$ cat src/rtl/bt_pkg.sv
// Shared definitions for the Bluetooth UART transmit queue: sequencer states and default sizing.
package bt_pkg;

    localparam int unsigned DEF_DEPTH       = 16;
    localparam int unsigned DEF_ADDR_W      = 4;
    localparam int unsigned DEF_ACK_TIMEOUT = 65535;
    localparam int unsigned DEF_GAP_CYCLES  = 4;

    typedef enum logic [2:0] {
        ST_IDLE = 3'd0,
        ST_LOAD = 3'd1,
        ST_REQ  = 3'd2,
        ST_SEND = 3'd3,
        ST_GAP  = 3'd4
    } tx_state_e;

endpackage

$ cat src/rtl/bt_sync_fifo.sv
// Single-clock FIFO with registered count/full/empty; head of queue is visible combinationally.
module bt_sync_fifo #(
    parameter int unsigned DEPTH  = 16,
    parameter int unsigned ADDR_W = 4,
    parameter int unsigned DATA_W = 8
) (
    input  logic              i_clk,
    input  logic              i_rst_n,
    input  logic              i_wr_en,
    input  logic [DATA_W-1:0] i_wr_data,
    input  logic              i_rd_en,
    output logic [DATA_W-1:0] o_head_c,
    output logic [ADDR_W:0]   o_count,
    output logic              o_full,
    output logic              o_empty
);

    localparam int unsigned CNT_W = ADDR_W + 1;

    logic [DATA_W-1:0] r_mem [DEPTH];
    logic [ADDR_W-1:0] r_wr_ptr;
    logic [ADDR_W-1:0] r_rd_ptr;
    logic [CNT_W-1:0]  r_count;
    logic              r_full;
    logic              r_empty;
    logic              w_push;
    logic              w_pop;
    logic [CNT_W-1:0]  w_count_nxt;

    assign w_push = i_wr_en & ~r_full;
    assign w_pop  = i_rd_en & ~r_empty;

    always_comb begin
        w_count_nxt = r_count;
        if (w_push && !w_pop) begin
            w_count_nxt = r_count + CNT_W'(1);
        end else if (!w_push && w_pop) begin
            w_count_nxt = r_count - CNT_W'(1);
        end
    end

    // Pointers wrap naturally because DEPTH is a power of two.
    always_ff @(posedge i_clk or negedge i_rst_n) begin
        if (!i_rst_n) begin
            r_wr_ptr <= '0;
            r_rd_ptr <= '0;
            r_count  <= '0;
            r_full   <= 1'b0;
            r_empty  <= 1'b1;
        end else begin
            if (w_push) r_wr_ptr <= r_wr_ptr + ADDR_W'(1);
            if (w_pop)  r_rd_ptr <= r_rd_ptr + ADDR_W'(1);
            r_count <= w_count_nxt;
            r_full  <= (w_count_nxt == CNT_W'(DEPTH));
            r_empty <= (w_count_nxt == '0);
        end
    end

    always_ff @(posedge i_clk) begin
        if (w_push) r_mem[r_wr_ptr] <= i_wr_data;
    end

    assign o_head_c = r_mem[r_rd_ptr];
    assign o_count  = r_count;
    assign o_full   = r_full;
    assign o_empty  = r_empty;

endmodule

$ cat src/rtl/bt_tx_queue.sv
// Byte queue plus transmit sequencer feeding the Bluetooth UART; paces bytes on the
// peripheral's busy handshake after synchronising it into this clock domain.
module bt_tx_queue
    import bt_pkg::*;
#(
    parameter int unsigned DEPTH       = DEF_DEPTH,
    parameter int unsigned ADDR_W      = DEF_ADDR_W,
    parameter int unsigned ACK_TIMEOUT = DEF_ACK_TIMEOUT,
    parameter int unsigned GAP_CYCLES  = DEF_GAP_CYCLES
) (
    input  logic              clk_in,
    input  logic              reset,
    input  logic [7:0]        wr_data,
    input  logic              wr_en,
    output logic              full,
    output logic              empty,
    output logic [ADDR_W:0]   count,
    output logic              overflow,
    input  logic              clear_err,
    output logic [7:0]        tx_din,
    output logic              tx_enable,
    input  logic              tx_busy,
    input  logic              tx_done,
    output logic              timeout_err,
    output logic              idle
);

    localparam int unsigned TMR_W = $clog2(ACK_TIMEOUT + 1);
    localparam int unsigned GAP_W = $clog2(GAP_CYCLES + 1);

    tx_state_e        r_state;
    logic [7:0]       r_tx_din;
    logic             r_tx_enable;
    logic [TMR_W-1:0] r_timer;
    logic [GAP_W-1:0] r_gap_cnt;
    logic             r_overflow;
    logic             r_timeout_err;
    logic             r_busy_m;
    logic             r_busy_s;
    logic             r_busy_s_d;
    logic             r_done_m;
    logic             r_done_s;

    logic [7:0]       w_head;
    logic             w_full;
    logic             w_empty;
    logic             w_pop;
    logic             w_busy_fall;
    logic             w_timeout_hit;
    logic             w_unused_done;

    bt_sync_fifo #(
        .DEPTH  (DEPTH),
        .ADDR_W (ADDR_W),
        .DATA_W (8)
    ) u_fifo (
        .i_clk     (clk_in),
        .i_rst_n   (reset),
        .i_wr_en   (wr_en),
        .i_wr_data (wr_data),
        .i_rd_en   (w_pop),
        .o_head_c  (w_head),
        .o_count   (count),
        .o_full    (w_full),
        .o_empty   (w_empty)
    );

    // Two-flop synchronisers; done is carried across for visibility only.
    always_ff @(posedge clk_in or negedge reset) begin
        if (!reset) begin
            r_busy_m   <= 1'b0;
            r_busy_s   <= 1'b0;
            r_busy_s_d <= 1'b0;
            r_done_m   <= 1'b0;
            r_done_s   <= 1'b0;
        end else begin
            r_busy_m   <= tx_busy;
            r_busy_s   <= r_busy_m;
            r_busy_s_d <= r_busy_s;
            r_done_m   <= tx_done;
            r_done_s   <= r_done_m;
        end
    end

    assign w_unused_done = r_done_s;
    assign w_busy_fall   = r_busy_s_d & ~r_busy_s;
    assign w_pop         = (r_state == ST_LOAD);
    assign w_timeout_hit = (r_state == ST_REQ) & ~r_busy_s
                         & (r_timer == TMR_W'(ACK_TIMEOUT - 1));

    always_ff @(posedge clk_in or negedge reset) begin
        if (!reset) begin
            r_state     <= ST_IDLE;
            r_tx_din    <= 8'h00;
            r_tx_enable <= 1'b0;
            r_timer     <= '0;
            r_gap_cnt   <= '0;
        end else begin
            unique case (r_state)
                ST_IDLE: begin
                    if (!w_empty) r_state <= ST_LOAD;
                end
                ST_LOAD: begin
                    r_tx_din    <= w_head;
                    r_tx_enable <= 1'b1;
                    r_timer     <= '0;
                    r_state     <= ST_REQ;
                end
                ST_REQ: begin
                    if (r_busy_s) begin
                        r_tx_enable <= 1'b0;
                        r_state     <= ST_SEND;
                    end else if (w_timeout_hit) begin
                        // Unacknowledged byte is dropped; still observe the gap before retrying.
                        r_tx_enable <= 1'b0;
                        r_gap_cnt   <= '0;
                        r_state     <= ST_GAP;
                    end else begin
                        r_timer <= r_timer + TMR_W'(1);
                    end
                end
                ST_SEND: begin
                    if (w_busy_fall) begin
                        r_gap_cnt <= '0;
                        r_state   <= ST_GAP;
                    end
                end
                ST_GAP: begin
                    if (r_gap_cnt == GAP_W'(GAP_CYCLES - 1)) begin
                        r_state <= ST_IDLE;
                    end else begin
                        r_gap_cnt <= r_gap_cnt + GAP_W'(1);
                    end
                end
                default: r_state <= ST_IDLE;
            endcase
        end
    end

    // Sticky error flags; a new error in the same cycle beats clear_err.
    always_ff @(posedge clk_in or negedge reset) begin
        if (!reset) begin
            r_overflow    <= 1'b0;
            r_timeout_err <= 1'b0;
        end else begin
            if (wr_en && w_full) r_overflow <= 1'b1;
            else if (clear_err)  r_overflow <= 1'b0;
            if (w_timeout_hit)   r_timeout_err <= 1'b1;
            else if (clear_err)  r_timeout_err <= 1'b0;
        end
    end

    assign tx_din      = r_tx_din;
    assign tx_enable   = r_tx_enable;
    assign overflow    = r_overflow;
    assign timeout_err = r_timeout_err;
    assign full        = w_full;
    assign empty       = w_empty;
    assign idle        = (r_state == ST_IDLE) & w_empty;

endmodule

$ cat config.mk
export PLATFORM = sky130hd
export DESIGN_NAME = bt_tx_queue
export DESIGN_NICKNAME = d
export VERILOG_FILES = /design/src/rtl/bt_pkg.sv /design/src/rtl/bt_sync_fifo.sv /design/src/rtl/bt_tx_queue.sv
export SDC_FILE = /design/constraint.sdc
export NUM_CORES = 1
export LEC_CHECK = 0
export BUFFER_PORTS_ARGS = -buffer_cell sky130_fd_sc_hd__buf_4
export CORE_MARGIN = 1
export CORE_UTILIZATION = 55
export DETAILED_ROUTE_END_ITERATION = 10
export PLACE_DENSITY = 0.75
export SYNTH_ARGS = -nofsm -noshare
export SYNTH_HDL_FRONTEND = slang
export SYNTH_SLANG_ARGS = --single-unit
$ cat constraint.sdc
create_clock -name clk_in -period 2.6 [get_ports clk_in]
set_clock_uncertainty 0.05 [all_clocks]
set_input_delay 0.52 -clock clk_in [delete_from_list [all_inputs] [get_ports clk_in]]
set_output_delay 0.52 -clock clk_in [all_outputs]
set_load 0.01 [all_outputs]
# Word-level counts from Yosys, hierarchy flattened
# Memory sizes are Yosys's and may differ from the RTL's. A register that Yosys moved wholly into a read port is not among the register bits.
# Cells that the tools add are included.
[totals] wordCells=85 mem_count=1 inputBits=14 regBits=43 output_inout_bits=19 mem_bits_rw=128
[op_classes] n_eq_ne=15 n_bitwise=9 muxes=24 reduce_logical=16 n_addsub=6
[memory_table] name="u_fifo.r_mem" words=16 width=8 read_ports=1 rd_ports_with_merged_regs=1 wr=1 line="bt_sync_fifo.sv:20" text="logic [DATA_W-1:0] r_mem [DEPTH];"
[ops] cell="$mux W16" count=2
[ops] cell="$pmux W16 S2" count=1
[ops] cell="$mux W3" count=9
[ops] cell="$add A16 B1 Y16 const B" count=1
[ops] cell="$eq A16 B16 Y1 const B" count=1
[ops] cell="$pmux W3 S5" count=1
[ops] cell="$ne A2 B2 Y1 const B" count=7
[ops] cell="$mux W5" count=2
[ops] cell="$eq A3 B2 Y1 const B" count=3
[ops] cell="$pmux W3 S3" count=1
[ops] cell="$add A4 B1 Y4 const B" count=2
[ops] cell="$mux W1" count=7
[ops] cell="$and A1 B1 Y1" count=6
[ops] cell="$reduce_bool A2 Y1" count=3
[ops] cell="$add A5 B1 Y5 const B" count=1
[ops] cell="$eq A5 B5 Y1 const B" count=1
[ops] cell="$logic_not A5 Y1" count=1
[ops] cell="$reduce_and A5 Y1" count=1
[ops] cell="$sub A5 B1 Y5 const B" count=1
[ops] cell="$reduce_and A4 Y1" count=1
[ops] cell="$add A3 B1 Y3 const B" count=1
[ops] cell="$eq A3 B1 Y1 const B" count=1
[ops] cell="$eq A3 B3 Y1 const B" count=1
[ops] cell="$logic_and A1 B1 Y1" count=3
[ops] cell="other kinds (8)" count=12

# Longest topological paths before layout
[logic_depth] word_depth=7 ltp_mapped=7 ltp_nobuf=7

# Cells and area by module
# A second synthesis with hierarchy kept.
[hier_totals] cells_unflattened=482 hier_area_um2=7651.1
[modules_own_cells] module="bt_sync_fifo" instances=1 area_each_um2=5791.8 seq_area_each_um2=4220.3 cells_each=296
[modules_own_cells] module="bt_tx_queue" instances=1 area_each_um2=1859.3 seq_area_each_um2=900.9 cells_each=186

# Worst setup path after synthesis
# OpenSTA, ideal clock, no wires.
[synth_timing] kind="register -> register" from="register u_fifo.r_rd_ptr[0]" to="register r_tx_din[0], in the netlist tx_din[0] (read register of u_fifo.r_mem)" required_ps=2416 path_buffers=2 path_stages_with_launch=7 setup_time_ps=134 t_arrival_ps=1791 slack_ps=625 period_less_slack_ps=1975 path_cell_list="dfrtp_1 buf_2 buf_2 mux4_2 mux2_2 a21oi_1 o21ai_0"
[synth_rtl] item="from (decl)" line="bt_sync_fifo.sv:22" text="logic [ADDR_W-1:0] r_rd_ptr;"
[synth_rtl] item="from (signal assigned)" line="bt_sync_fifo.sv:52" text="if (w_pop) r_rd_ptr <= r_rd_ptr + ADDR_W'(1);"
[synth_rtl] item="to (decl)" line="bt_tx_queue.sv:32" text="logic [7:0] r_tx_din;"

# Worst setup path after layout
[layout_timing] from="register r_state[2]" to="register r_timer[8]"
[layout_between] elab_chain_len=5 word_cells_on_any_way=9 cone_classes="eq/ne: 4; mux: 1; bitwise: 2; reduce/logical: 2"
[layout_lines] item="from (decl)" line="bt_tx_queue.sv:31" text="tx_state_e r_state;"
[layout_lines] item="from (signal assigned)" line="bt_tx_queue.sv:93" text="r_state <= ST_IDLE;"
[layout_lines] item="from (signal assigned)" line="bt_tx_queue.sv:101" text="if (!w_empty) r_state <= ST_LOAD;"
[layout_lines] item="from (signal assigned)" line="bt_tx_queue.sv:107" text="r_state <= ST_REQ;"
[layout_lines] item="$eq A3 B2 Y1" line="bt_tx_queue.sv:88, bt_tx_queue.sv:99"
[layout_lines] item="$and A1 B1 Y1" line="bt_tx_queue.sv:88" text="assign w_timeout_hit = (r_state == ST_REQ) & ~r_busy_s"
[layout_lines] item="$and A1 B1 Y1" line="bt_tx_queue.sv:89" text="& (r_timer == TMR_W'(ACK_TIMEOUT - 1));"
[layout_lines] item="$ne A2 B2 Y1 (no line)"
[layout_lines] item="$reduce_and A3 Y1 (no line)"
[layout_lines] item="to (signal assigned)" line="bt_tx_queue.sv:119" text="r_timer <= r_timer + TMR_W'(1);"
[layout_lines] item="to (decl)" line="bt_tx_queue.sv:34" text="logic [TMR_W-1:0] r_timer;"
# Parallel ways exist; a longest one is shown, timed or not.
# A chain may end at the register's enable or synchronous reset.

==> impl_metrics.yaml <==
yosys:
  synth.distinct_cells: 45
  synth_top_family_by_area: "multiplexers"
  synthAdderAreaFrac_pct: 1.85
  synth_compound_area_share_pct: 3.97
  synth-xor-area-share_pct: 2.47
  ys_ff_latch: 179
  syn_area_per_cell_um2: 16.1
  synth-main-ff-cell: "edfxtp_1"
  synth_common_cells: "edfxtp_1, dfrtp_1, mux4_2, nand2_1, nor2_1"
  synth_edf_count: 128
  async_reset_ff_share_pct: 28.5
  yosysTopAreaCell: "edfxtp_1"
  syn_nets: 486
  synth.area.mux_share_pct: 12.4
  yosys.cell_count.top_type: "edfxtp_1"
  synth-seq-area-share_pct: 68.9
  yosysTopAreaCellShare_pct: 51.7
  syn_area_um2: 7440
  yosysWarnings: 0
  synth_area_leaders: "edfxtp_1, dfrtp_1, mux4_2"
  syn_inst: 461
  synth-simple-area-share_pct: 8.70
clock_tree:
  insertion_delay_ns: 0.42
  ctsHoldBuffers: 0
  clock-root-buffer: "clkbuf_16"
  cts_tree: "done"
  clock_sinks: 179
  post_cts_resized: 0
  cts.clk_slew.worst_paths_ns: 0.06
  postCtsSetupBuffers: 0
  cts-buffers-inserted: 17
  clockBufferDepth: 2
  htreeDepth: 4
setup_path:
  critical_path.startpoint_type: "flop"
  endpoint_kind: "flop"
  r2r_setup_slack_ns: 0.21
  arrival_ns: 2.65
  setup.worst_path.class: "flop to flop"
  rr_startpoint: "r_state[2]"
  r2r_end: "r_timer[8]"
  path_max_fanout: 12
  worst_r2r_path_depth: 5
  critPathRequiredTime_ns: 2.86
power:
  p_leak_nw: 3.06
  power_per_cell_area_nw_per_um2: 1070
  power.internal_mw: 6.28
  power_switching_mw: 2.77
  sw_frac_of_total_pct: 30.6
  power_frac_comb_pct: 29.0
  peakVddDrop_uv: 527
  p_clk_share_pct: 28.4
  pwr-share-seq_pct: 42.7
sta:
  maxSlewViolCount: 0
  hold_viol: 0
  fmax_mhz: 419
  finalSetupTns_ns: 0
  grt_setup_unrepaired: "no"
  timing.hold.ws_ns: 0.0617
  tightest_slew_ns: 0.689
  fin_crit_sh_pct: 91.8
  min_period_ns: 2.39
  finalSetupViolCount: 0
  slew_headroom_pct: 53.4
die:
  die-width_um: 118
  pin_count: 33
  core_region_area_um2: 13200
  die_h_um: 118
  die_area_um2: 14000
  initial_core_util_pct: 56.4
  rows: 42
global_routing:
  grt_pass1_wl_mm: 21.7
  track_usage_pct: 21.0
  overflow: 0
  antenna_found_initial: 0
  first_global_vias: 4060
  grt_max_degree: 52
routing:
  drcViolationCount: 0
  postRouteWirelength_mm: 13.5
  drtAntennaViolNets: 0
  vias_per_cell: 5.81
  vias: 3994
  drt_iter0_markers: 364
  firstDrtPassIters: 4
  post_drt_wl_per_cell_um: 19.7
min_path:
  holdCritPathClass: "input port to async pin"
layout:
  nNetsFinal: 524
  drive_above_1_share_pct: 22.7
  area_growth_pct: 13.9
  antenna_cells: 0
placement:
  post-dp-hpwl_mm: 8.45
  place_congestion: 0.766
  io_buffer_count: 31
job:
  maxCapViolCount: 0
status:
  status: "completed"
[worst max-delay path, cell delays in order, from the launching register on]
cell and delay, ns:
dfrtp_1 0.50, nor4b_1 0.60, nand2_1 0.27, a211oi_1 0.47
a31oi_1 0.16, a41o_1 0.22
[layout make-up]
cell class | instances | area (um^2)
flip-flops and latches | 179 | 5120
fillers | 910 | 4720
multi-input cells | 250 | 2180
clock buffers | 20 | 437
repair buffers | 39 | 305
well taps | 176 | 220
clock inverters | 11 | 153
inverters | 12 | 45.0
[cells in the final DEF (no fill, tap or decap), types with 3 or more instances in the layout]
cell        instances
xnor2_1            17
o21ai_0            15
nand2_1            31
a211oi_1            4
mux2i_1            11
and3_1              3
nor3_2              3
nor4b_1             4
inv_1              12
or3_1               3
clkbuf_1            3
xor2_1              4
nand2b_1            4
dfrtp_1            49
and2_1             16
edfxtp_1          128
inv_6               3
bufinv_16           3
nand4_1             9
mux4_2             32
ha_1               11
clkinvlp_4          3
clkbuf_16          17
a21oi_1            15
mux2_2              8
buf_4              38
nor2b_1             3
nor2_1             29
[cells by family after synthesis]
logic type | Yosys count
compound gates | 48
xor+xnor | 21
fa+ha+maj | 11
buf+inv | 32
flops | 179
mux | 51
simple gates | 119
[metrics by stage]
stage / utilization (%) / power [mW] / worst slack, ns / instance area, um^2 / cells
6_report: 64.2 / 9.05 / 0.212 / 8470 / 687
5_1_grt: 64.2 / 9.51 / 0.0533 / 8470 / 687
4_1_cts: 64.2 / 9.13 / 0.222 / 8470 / 687
3_5_place_dp: 59.7 / 6.56 / 0.279 / 7880 / 656
3_3_place_gp: 59.7 / 6.46 / 0.407 / 7880 / 656
2_1_floorplan: - / 5.70 / 0.625 / 7440 / 461
[routing by layer]
metal | vias to the layer above | global-route usage, % | part of all wire (%)
met5 | - | 0 | 0
met1 | 2037 | 29.4 | 44
met2 | 107 | 32.8 | 49
met3 | 12 | 4.58 | 5.4
li1 | 1838 | - | -
met4 | 0 | 7.69 | 1.3
[worst max-delay path by stage]
| stage | from | endpoint | cells after the start |
|---|---|---|---|
| 4_1_cts | r_state[2] | r_timer[8] | 5 |
| 6_report | r_state[2] | r_timer[8] | 5 |
| 2_1_floorplan | u_fifo.r_rd_ptr[0] | tx_din[0] | 6 |
| 3_3_place_gp | r_state[2] | u_fifo.o_full | 5 |
| 5_1_grt | r_state[2] | r_timer[8] | 5 |
| 3_5_place_dp | r_state[2] | r_timer[8] | 5 |
[power by group through the flow]
stage,clock network (mW),registers (mW),logic (mW)
after detailed placement,0,3.92,2.64
after global placement,0,3.88,2.58
final,2.57,3.86,2.62
after CTS,2.59,3.86,2.67
after floorplan,0,3.83,1.88
after global routing,2.71,3.91,2.89
[registers in the layout, summed over array words and instances (netlist names), 3 cells and up]
| name | cells |
|---|---|
| u_fifo.o_count | 5 |
| u_fifo.r_wr_ptr | 4 |
| r_gap_cnt | 3 |
| r_state | 3 |
| tx_din | 8 |
| u_fifo.r_rd_ptr | 4 |
| r_timer | 16 |
| u_fifo.r_mem | 128 |
No activity file was read; power rests on OpenSTA's default activity.
